### config.mk
export PLATFORM = sky130hd
export DESIGN_NAME = serializer_stream
export DESIGN_NICKNAME = d
export VERILOG_FILES = /design/src/rtl/pcie_phy_pkg.sv /design/src/rtl/serializer_shift_reg.sv /design/src/rtl/serializer_stream.sv
export SDC_FILE = /design/constraint.sdc
export NUM_CORES = 1
export LEC_CHECK = 0
export CAP_MARGIN = 20
export CELL_PAD_IN_SITES_DETAIL_PLACEMENT = 1
export CELL_PAD_IN_SITES_GLOBAL_PLACEMENT = 1
export CORE_UTILIZATION = 39
export DETAILED_ROUTE_END_ITERATION = 6
export GPL_TIMING_DRIVEN = 0
export PLACE_DENSITY_LB_ADDON = 0.1
export SYNTH_ARGS = -nofsm -noshare
export SYNTH_HDL_FRONTEND = slang
export SYNTH_SLANG_ARGS = --single-unit
export TNS_END_PERCENT = 20
### constraint.sdc
create_clock -name clk -period 1.9 [get_ports clk]
set_input_delay 0.475 -clock clk [delete_from_list [all_inputs] [get_ports clk]]
set_output_delay 0.475 -clock clk [all_outputs]
set_load 0.02 [all_outputs]
### src/rtl/pcie_phy_pkg.sv
// rtl/pcie_phy_pkg.sv - shared constants for the PCIe PHY transmit path
package pcie_phy_pkg;

  // 8b10b symbol width and the two running-disparity forms of the K28.5 comma
  localparam int          SYM_W_8B10B      = 10;
  localparam logic [9:0]  COMMA_K28_5_RDN  = 10'h0FA;
  localparam logic [9:0]  COMMA_K28_5_RDP  = 10'h305;

  // Level held on the serial line between symbols
  localparam logic        IDLE_VAL_DEFAULT = 1'b0;

endpackage

### src/rtl/serializer_shift_reg.sv
// rtl/serializer_shift_reg.sv - symbol shift register with bit counter and last-bit flag
// Ports:
//   clk, reset      clock, synchronous active-high reset
//   load, load_data take a new symbol; its first bit appears on ser_bit next cycle
//   ser_bit         registered serial bit (IDLE_VAL when not active)
//   active          registered: ser_bit carries a symbol bit
//   last            ser_bit is the final bit of the current symbol
module serializer_shift_reg #(
  parameter int   WIDTH     = 10,
  parameter bit   MSB_FIRST = 1'b1,
  parameter logic IDLE_VAL  = 1'b0
) (
  input  logic             clk,
  input  logic             reset,
  input  logic             load,
  input  logic [WIDTH-1:0] load_data,
  output logic             ser_bit,
  output logic             active,
  output logic             last
);

  localparam int                CNT_W    = $clog2(WIDTH);
  localparam logic [CNT_W-1:0]  LAST_CNT = CNT_W'(WIDTH - 1);

  // Holds the bits not yet sent; the next bit to send always sits at the
  // outgoing end, so ser_bit is simply reloaded from that end each cycle.
  logic [WIDTH-1:0] rest;
  logic [CNT_W-1:0] cnt;

  assign last = active && (cnt == LAST_CNT);

  always_ff @(posedge clk) begin
    if (reset) begin
      rest    <= '0;
      cnt     <= '0;
      active  <= 1'b0;
      ser_bit <= IDLE_VAL;
    end else if (load) begin
      ser_bit <= MSB_FIRST ? load_data[WIDTH-1] : load_data[0];
      rest    <= MSB_FIRST ? {load_data[WIDTH-2:0], 1'b0} : {1'b0, load_data[WIDTH-1:1]};
      cnt     <= '0;
      active  <= 1'b1;
    end else if (active && !last) begin
      ser_bit <= MSB_FIRST ? rest[WIDTH-1] : rest[0];
      rest    <= MSB_FIRST ? {rest[WIDTH-2:0], 1'b0} : {1'b0, rest[WIDTH-1:1]};
      cnt     <= cnt + 1'b1;
    end else if (active) begin
      ser_bit <= IDLE_VAL;
      cnt     <= '0;
      active  <= 1'b0;
    end
  end

endmodule

### src/rtl/serializer_stream.sv
// rtl/serializer_stream.sv - parallel-to-serial stage with one-entry holding buffer
// Ports:
//   clk, reset           clock, synchronous active-high reset
//   in_data, in_valid    symbol from the 8b10b encoder
//   in_ready             symbol accepted on edges where in_valid & in_ready
//   out_bit, out_valid   registered serial bit and its qualifier
//   out_sof              registered: out_bit is the first bit of a symbol
//   underrun             one-cycle pulse when streaming stops for lack of data
module serializer_stream
  import pcie_phy_pkg::*;
#(
  parameter int   WIDTH     = SYM_W_8B10B,
  parameter bit   MSB_FIRST = 1'b1,
  parameter logic IDLE_VAL  = IDLE_VAL_DEFAULT
) (
  input  logic             clk,
  input  logic             reset,
  input  logic [WIDTH-1:0] in_data,
  input  logic             in_valid,
  output logic             in_ready,
  output logic             out_bit,
  output logic             out_valid,
  output logic             out_sof,
  output logic             underrun
);

  logic [WIDTH-1:0] hold_data;
  logic             hold_full;
  logic             sh_last;
  logic             load_now;
  logic             accept;

  // The shifter is free when idle or on its final bit, so the held symbol
  // follows the previous one with no gap.
  assign load_now = hold_full && (!out_valid || sh_last);
  assign in_ready = !reset && (!hold_full || load_now);
  assign accept   = in_valid && in_ready;

  always_ff @(posedge clk) begin
    if (reset) begin
      hold_data <= '0;
      hold_full <= 1'b0;
      out_sof   <= 1'b0;
      underrun  <= 1'b0;
    end else begin
      if (accept) begin
        hold_data <= in_data;
        hold_full <= 1'b1;
      end else if (load_now) begin
        hold_full <= 1'b0;
      end
      out_sof  <= load_now;
      // Final bit with nothing queued behind it: the line goes idle next cycle.
      underrun <= sh_last && !load_now;
    end
  end

  serializer_shift_reg #(
    .WIDTH     (WIDTH),
    .MSB_FIRST (MSB_FIRST),
    .IDLE_VAL  (IDLE_VAL)
  ) u_shift (
    .clk       (clk),
    .reset     (reset),
    .load      (load_now),
    .load_data (hold_data),
    .ser_bit   (out_bit),
    .active    (out_valid),
    .last      (sh_last)
  );

endmodule

==> impl_results.md, run 1 <==
* Fraction of registers with async set/reset at 0%
* Fmax achieved at between 500 and 600 MHz
* # diodes at 0
* Clock tree sinks at 28
* # DRC at 1
* DP Wirelength at between 2000 and 2500 um
* Ys flop type: dfxtp_1
* Post-synthesis adder-cell area fraction at 2.09%
* Vias in the first global route at between 1000 and 1500
* Clk network pwr share at a little over a quarter
* Main combinational cell family by area after synthesis: simple AND/OR/NAND/NOR gates
* Status: finished with violations
* Part of the power in registers at between 50% and 60%
* Port bufs at 16
* RSZ-0062 raised after global routing: yes
* Logic pwr share at 16.8%
* Vias per cell at between 5 and 6
* Die width at roughly 57 um
* Max-slew violations at 0
* Longest Clk Path Bufs at 2
* Arrival time at the worst endpoint at 1.45 ns
* P_int at ~0.84 mW
* NetSw at 0.305 mW
* Post-DRT Antenna Nets at 0
* Top post-synthesis cells by count: 28 x dfxtp_1, 25 x nand2_1, 20 x mux2i_1
* Initial DRC count at 15
* Clock Latency Late Sink at around 0.34 ns
* Max Cap Viol at 0
* Core footprint at 2830 um2
* Simple-gate share of the synthesized area at between 10% and 20%
* Setup ws final at -0.0282 ns
* Remaining Overflow, GRT at 0
* Setup CP Type: reg -> out
* Area leader, netlist: dfxtp_1
* Final period util at 101%
* Sequential area share after synthesis at between 40% and 50%
* Sw frac at approximately a quarter
* Synth top area cells: dfxtp_1 47%, mux2i_1 17%, nand2_1 7.8%, a211oi_1 5.0%, nor3_1 4.6%
* Clock slew at reported path FFs at 0.15 ns
* Initial Utilization at 42.4%
* GR Util All Layers at 20.5%
* Worst hold path type: reg -> reg
* CTS H-tree depth at 1
* Slew HR at roughly two thirds
* Synth Area in Compound Gates at between 10% and 20%
* Worst slack, placed at -0.493 ns
* Cell Rows at 19
* Gpl congestion at between 0.6 and 0.7
* Critical Path End Type: output port
* Violated checks: DRC, setup timing
* Largest net degree at the start of global routing at 16
* Syn nets at 145
* Ys Warns at 0
* Syn Area/Cell at approximately 9.2 um2
* Vias at around 1000
* Multiplexer share of the synthesized area at between 15 and 20%
* Static Leak at roughly 0.6 nW
* PwrDens at about 750 nW/um2
* # IOs at 18
* Maximum vdd drop at 0.514 mV
* Final setup skew at about 0.0045 ns
* CTS tree: built
* Initial antenna violation count at 0
* Final min period at 1.93 ns
* Number of CTS-inserted buffers at 3
* Post-layout net count at approximately 170
* R2R depth at 7
* Register bit total from synthesis at 28
* Synth Cell Area at ~1200 um2
* Detailed Route WL at approximately 2900 um
* Pre-Repair DR Iteration Count at 6
* Worst-Margin Slew at between 0.4 and 0.5 ns
* EDFF count, synth at 0
* Setup Viol. Count Final at 1
* Xor and xnor fraction of the mapped netlist area at 0%
* Crit path required time at approximately 1.4 ns
* WHS at roughly 0.48 ns
* Layout cells sized above 1 at a little under a fifth
* Synth cell types at 28
* Area grow syn2layout at 27.3%
* Syn Inst Count at 130
* Yosys top cell area share at 46.7%
* Full die area at around 3300 um2
* Peak fanout along the critical path at 3
* Hold depth at 2
* CTS root buf: clkbuf_4
* First-pass GRT wire length at 5090 um
* Most common cell in the synthesized netlist: dfxtp_1
* CP Launch Type: flip-flop
* DR WL/cell at about 15 um
* Die Y at 57.5 um
* Final Hold Fails at 0
## layout make-up
| type | count | area, um2 |
|---|---|---|
| fillers | 334 | 1300 |
| multi-input cells | 88 | 601 |
| flip-flops and latches | 28 | 566 |
| repair buffers | 25 | 225 |
| plain buffers | 9 | 46.3 |
| well taps | 31 | 38.8 |
| clock buffers | 4 | 36.3 |
| inverters | 4 | 15.0 |
## registers in the layout, summed over array words and instances (netlist names)
signal and count:
hold_data 10, hold_full 1, out_sof 1, u_shift.active 1, u_shift.cnt 4, u_shift.rest 9, u_shift.ser_bit 1, underrun 1
## stage by stage
| stage | util, % | instance area (um2) | TNS (ns) | instances | total power, mW |
|---|---|---|---|---|---|
| final | 54.0 | 1530 | -0.0282 | 189 | 1.14 |
| after global routing | 54.0 | 1530 | -0.107 | 189 | 1.20 |
| after CTS | 53.5 | 1510 | -0.174 | 187 | 1.15 |
| after detailed placement | 49.4 | 1400 | -0.493 | 177 | 0.837 |
| after global placement | 49.4 | 1400 | -0.462 | 177 | 0.828 |
| after floorplan | - | 1200 | 0 | 130 | 0.769 |
## repair_timing
action | 4_1_cts | 5_1_grt
cloned | 0 | 0
buffers inserted | 6 | 3
pin swaps | 4 | 1
endpoints found under the setup margin | 1 | 1
hold buffers | 0 | 0
resized for setup | 17 | 4
## cells in the final DEF, fill, tap and decap left out, types with 2 or more instances in the layout
cell	Yosys	layout
mux2i_1	20	20
inv_2	1	2
clkdlybuf4s50_1	0	15
clkbuf_4	0	3
clkbuf_2	0	2
nand2_1	25	25
dfxtp_1	28	26
a211oi_1	8	8
inv_1	3	2
nor3_1	11	11
buf_4	2	12
clkbuf_1	5	3
a21oi_1	5	4
buf_2	3	2
## power groups by stage
| stage | registers [mW] | clock network (mW) | logic [mW] |
|---|---|---|---|
| after global placement | 0.661 | 0 | 0.167 |
| after CTS | 0.650 | 0.316 | 0.189 |
| after detailed placement | 0.663 | 0 | 0.174 |
| after floorplan | 0.659 | 0 | 0.110 |
| final | 0.649 | 0.302 | 0.193 |
| after global routing | 0.655 | 0.333 | 0.213 |
## layer usage
layer / track usage (%) / part of all wire, % / vias to the layer above
li1: - / - / 514
met1: 24.7 / 46 / 506
met2: 35.4 / 50 / 14
met4: 7.32 / 1.1 / 0
met3: 4.76 / 2.6 / 4
met5: 0 / 0 / -
## worst max-delay path: stages, from the launching register on
cell	delay (ns)
dfxtp_2	0.36
inv_2	0.05
ha_4	0.15
and3b_2	0.22
nor2_4	0.11
a21oi_2	0.06
buf_4	0.16
## logic make-up (layout without fill, tap and decap cells)
family / count (synthesis) / in the layout
buffers and inverters: 14 / 42
adder cells (fa/ha/maj): 2 / 2
flip-flops: 28 / 28
AND/OR/NAND/NOR: 46 / 46
AO/OA/AOI/OAI: 20 / 20
multiplexers: 20 / 20
## path summary, 6_finish.rpt
path                   from        endpoint  slack (ns)
max          u_shift.cnt[1]        in_ready       -0.03
min            hold_data[3]    hold_data[3]        0.48
max reg2reg  u_shift.cnt[1]  u_shift.cnt[1]        0.23
min reg2reg    hold_data[3]    hold_data[3]        0.48
Power figures use the tool's default switching activity.
==> inputs of run 2 (changes only) <==
- CORE_UTILIZATION: 39 -> 42
- CTS_BUF_LIST: unset -> sky130_fd_sc_hd__clkbuf_8
- SLEW_MARGIN: unset -> 10
==> impl_results.md, run 2 (synthesis gave the netlist of run 1 again) <==
* Max Cap Viol at 0
* Top Registers: hold_data (10), u_shift.rest (9), u_shift.cnt (4)
* # IOs at 18
* Final Hold Fails at 0
* CP max stage cell: dfxtp_2
* CTS H-tree depth at 1
* Largest register FFs at 10
* Initial Utilization at between 40 and 50%
* Worst hold path type: reg -> reg
* Setup CP Type: reg -> out
* DR WL/cell at 16.2 um
* Setup ws final at 0.0167 ns
* GR Util All Layers at between 20% and 30%
* RSZ-0062 raised after global routing: yes
* # diodes at 0
* Post-layout net count at approximately 170
* Peak fanout along the critical path at 3
* Vias per cell at around 5.5
* Number of CTS-inserted buffers at 3
* Post-route cell area at about 1500 um2
* Fmax achieved at approximately 530 MHz
* Remaining Overflow, GRT at 0
* # fillers at between 300 and 400
* Worst slack, placed at -0.521 ns
* Initial DRC count at 36
* Full die area at a little over 3000 um2
* Critical Path End Type: output port
* Slew HR at 68.2%
* Initial antenna violation count at 0
* DP Wirelength at approximately 2000 um
* Post-DRT Antenna Nets at 0
* Layout cells sized above 1 at a little under a fifth
* CP delay by family, top: flip-flops
* Cell Rows at 19
* Worst flop-to-flop path startpoint: u_shift.cnt[1]
* Longest Clk Path Bufs at 2
* Crit path required time at about 1.4 ns
* Gpl congestion at 0.735
* # DRC at 0
* Status: complete, no violations
* First-pass GRT wire length at 5370 um
* Static Leak at approximately 0.6 nW
* Max-slew violations at 0
* CP max stage delay at ~0.36 ns
* Core footprint at about 2700 um2
* Clock slew at reported path FFs at ~0.10 ns
* Die width at 55.5 um
* Cts hold-fix bufs at 0
* CTS root buf: clkbuf_8
* Arrival time at the worst endpoint at 1.41 ns
* Die Y at around 55 um
* Area grow syn2layout at 29.0%
* Final min period at 1.88 ns
* Placed Area at 1400 um2
* Setup Viol. Count Final at 0
* Detailed Route WL at roughly 3100 um
* Clock tree sinks at 28
* Crit path from: u_shift.cnt[1]
* Util after Layout at roughly 57%
* Maximum vdd drop at 0.566 mV
* PwrDens at between 700 and 800 nW/um2
* Clock Latency Late Sink at around 0.28 ns
* CP Buf/Inv Count at 2
* Worst-Margin Slew at 0.477 ns
* Cell Chain, Critical Path: inv_2 -> ha_4 -> and3b_2 -> nor2_4 -> a21oi_2 -> buf_4
* Port bufs at 16
* CTS tree: built
* Vias in the first global route at 1112
* Largest reg by FF count: hold_data
* Final period util at approximately 100%
* Hold path startpoint: hold_data[5]
* Most frequent cells in the layout: 26 x dfxtp_1, 25 x nand2_1, 20 x mux2i_1, 15 x clkdlybuf4s50_1, 12 x buf_4
* CP Launch Type: flip-flop
* Largest net degree at the start of global routing at 16
* Final setup skew at between 0.004 and 0.005 ns
* Pre-Repair DR Iteration Count at 4
* Most common cell after layout, fill and taps aside: dfxtp_1
* Vias at between 1000 and 1500
==> run 2: cell count changes in the layout (fill, tap and decap cells not counted) <==
| cell | previous run | this run |
|---|---|---|
| clkbuf_1 | 3 | 2 |
| clkbuf_4 | 3 | 1 |
| clkbuf_8 | 1 | 4 |
| dfxtp_2 | 1 | 2 |
| dfxtp_4 | 1 | 0 |
==> run 2: timing repair <==
| action | 4_1_cts | 5_1_grt |
|---|---|---|
| endpoints found under the setup margin | 1 | 1 |
| resized for setup | 17 | 5 |
| pin swaps | 2 | 2 |
| setup buffers | 5 | 4 |
==> run 2: final timing paths <==
check	end	slack, ns	cells past startpoint
worst min-delay path	hold_data[5]	0.46	2
worst max-delay path	in_ready	0.02	6
worst min register to register	hold_data[5]	0.46	2
worst max register to register	hold_data[1]	0.15	8
==> run 2: final cells by class <==
| cell class | instances | area [um2] | share of cell area, % |
|---|---|---|---|
| multi-input combinational | 88 | 601 | 38.8 |
| sequential | 28 | 563 | 36.4 |
| timing repair buffer | 25 | 225 | 14.6 |
| clock buffer | 4 | 55.1 | 3.56 |
| buffer | 9 | 50.0 | 3.23 |
| tap | 31 | 38.8 | 2.51 |
| inverter | 4 | 15.0 | 0.970 |
==> run 2: tightest hold or removal path, delay by kind of cell, from the launching register on <==
| family | cells | cell delay, ns |
|---|---|---|
| flops | 1 | 0.32 |
| simple gates | 1 | 0.05 |
| mux | 1 | 0.05 |
==> run 2: power by group <==
part           total, mW  internal [mW]  switching [mW]  leakage [nW]
Sequential         0.650          0.626          0.0241         0.231
Clock              0.374          0.186           0.189        0.0288
Combinational      0.196         0.0952           0.100         0.357
==> run 2: routing by layer <==
layer  wire (um)  share of wire, %  vias up  GRT usage (%)
li1            -                 -      515              -
met2        1560                51       16           37.9
met1        1410                46      505           29.6
met4          27              0.88        0           5.36
met3          63               2.1        4           2.34
met5           0                 0        -              0
==> run 2: metrics by stage <==
step	hold slack [ns]	TNS, ns	power (mW)	cells
2_1_floorplan	0.434	0	0.769	130
3_3_place_gp	0.447	-0.465	0.829	177
3_5_place_dp	0.459	-0.521	0.836	177
4_1_cts	0.471	-0.0427	1.22	186
5_1_grt	0.488	-0.0131	1.27	189
6_report	0.465	0	1.22	189
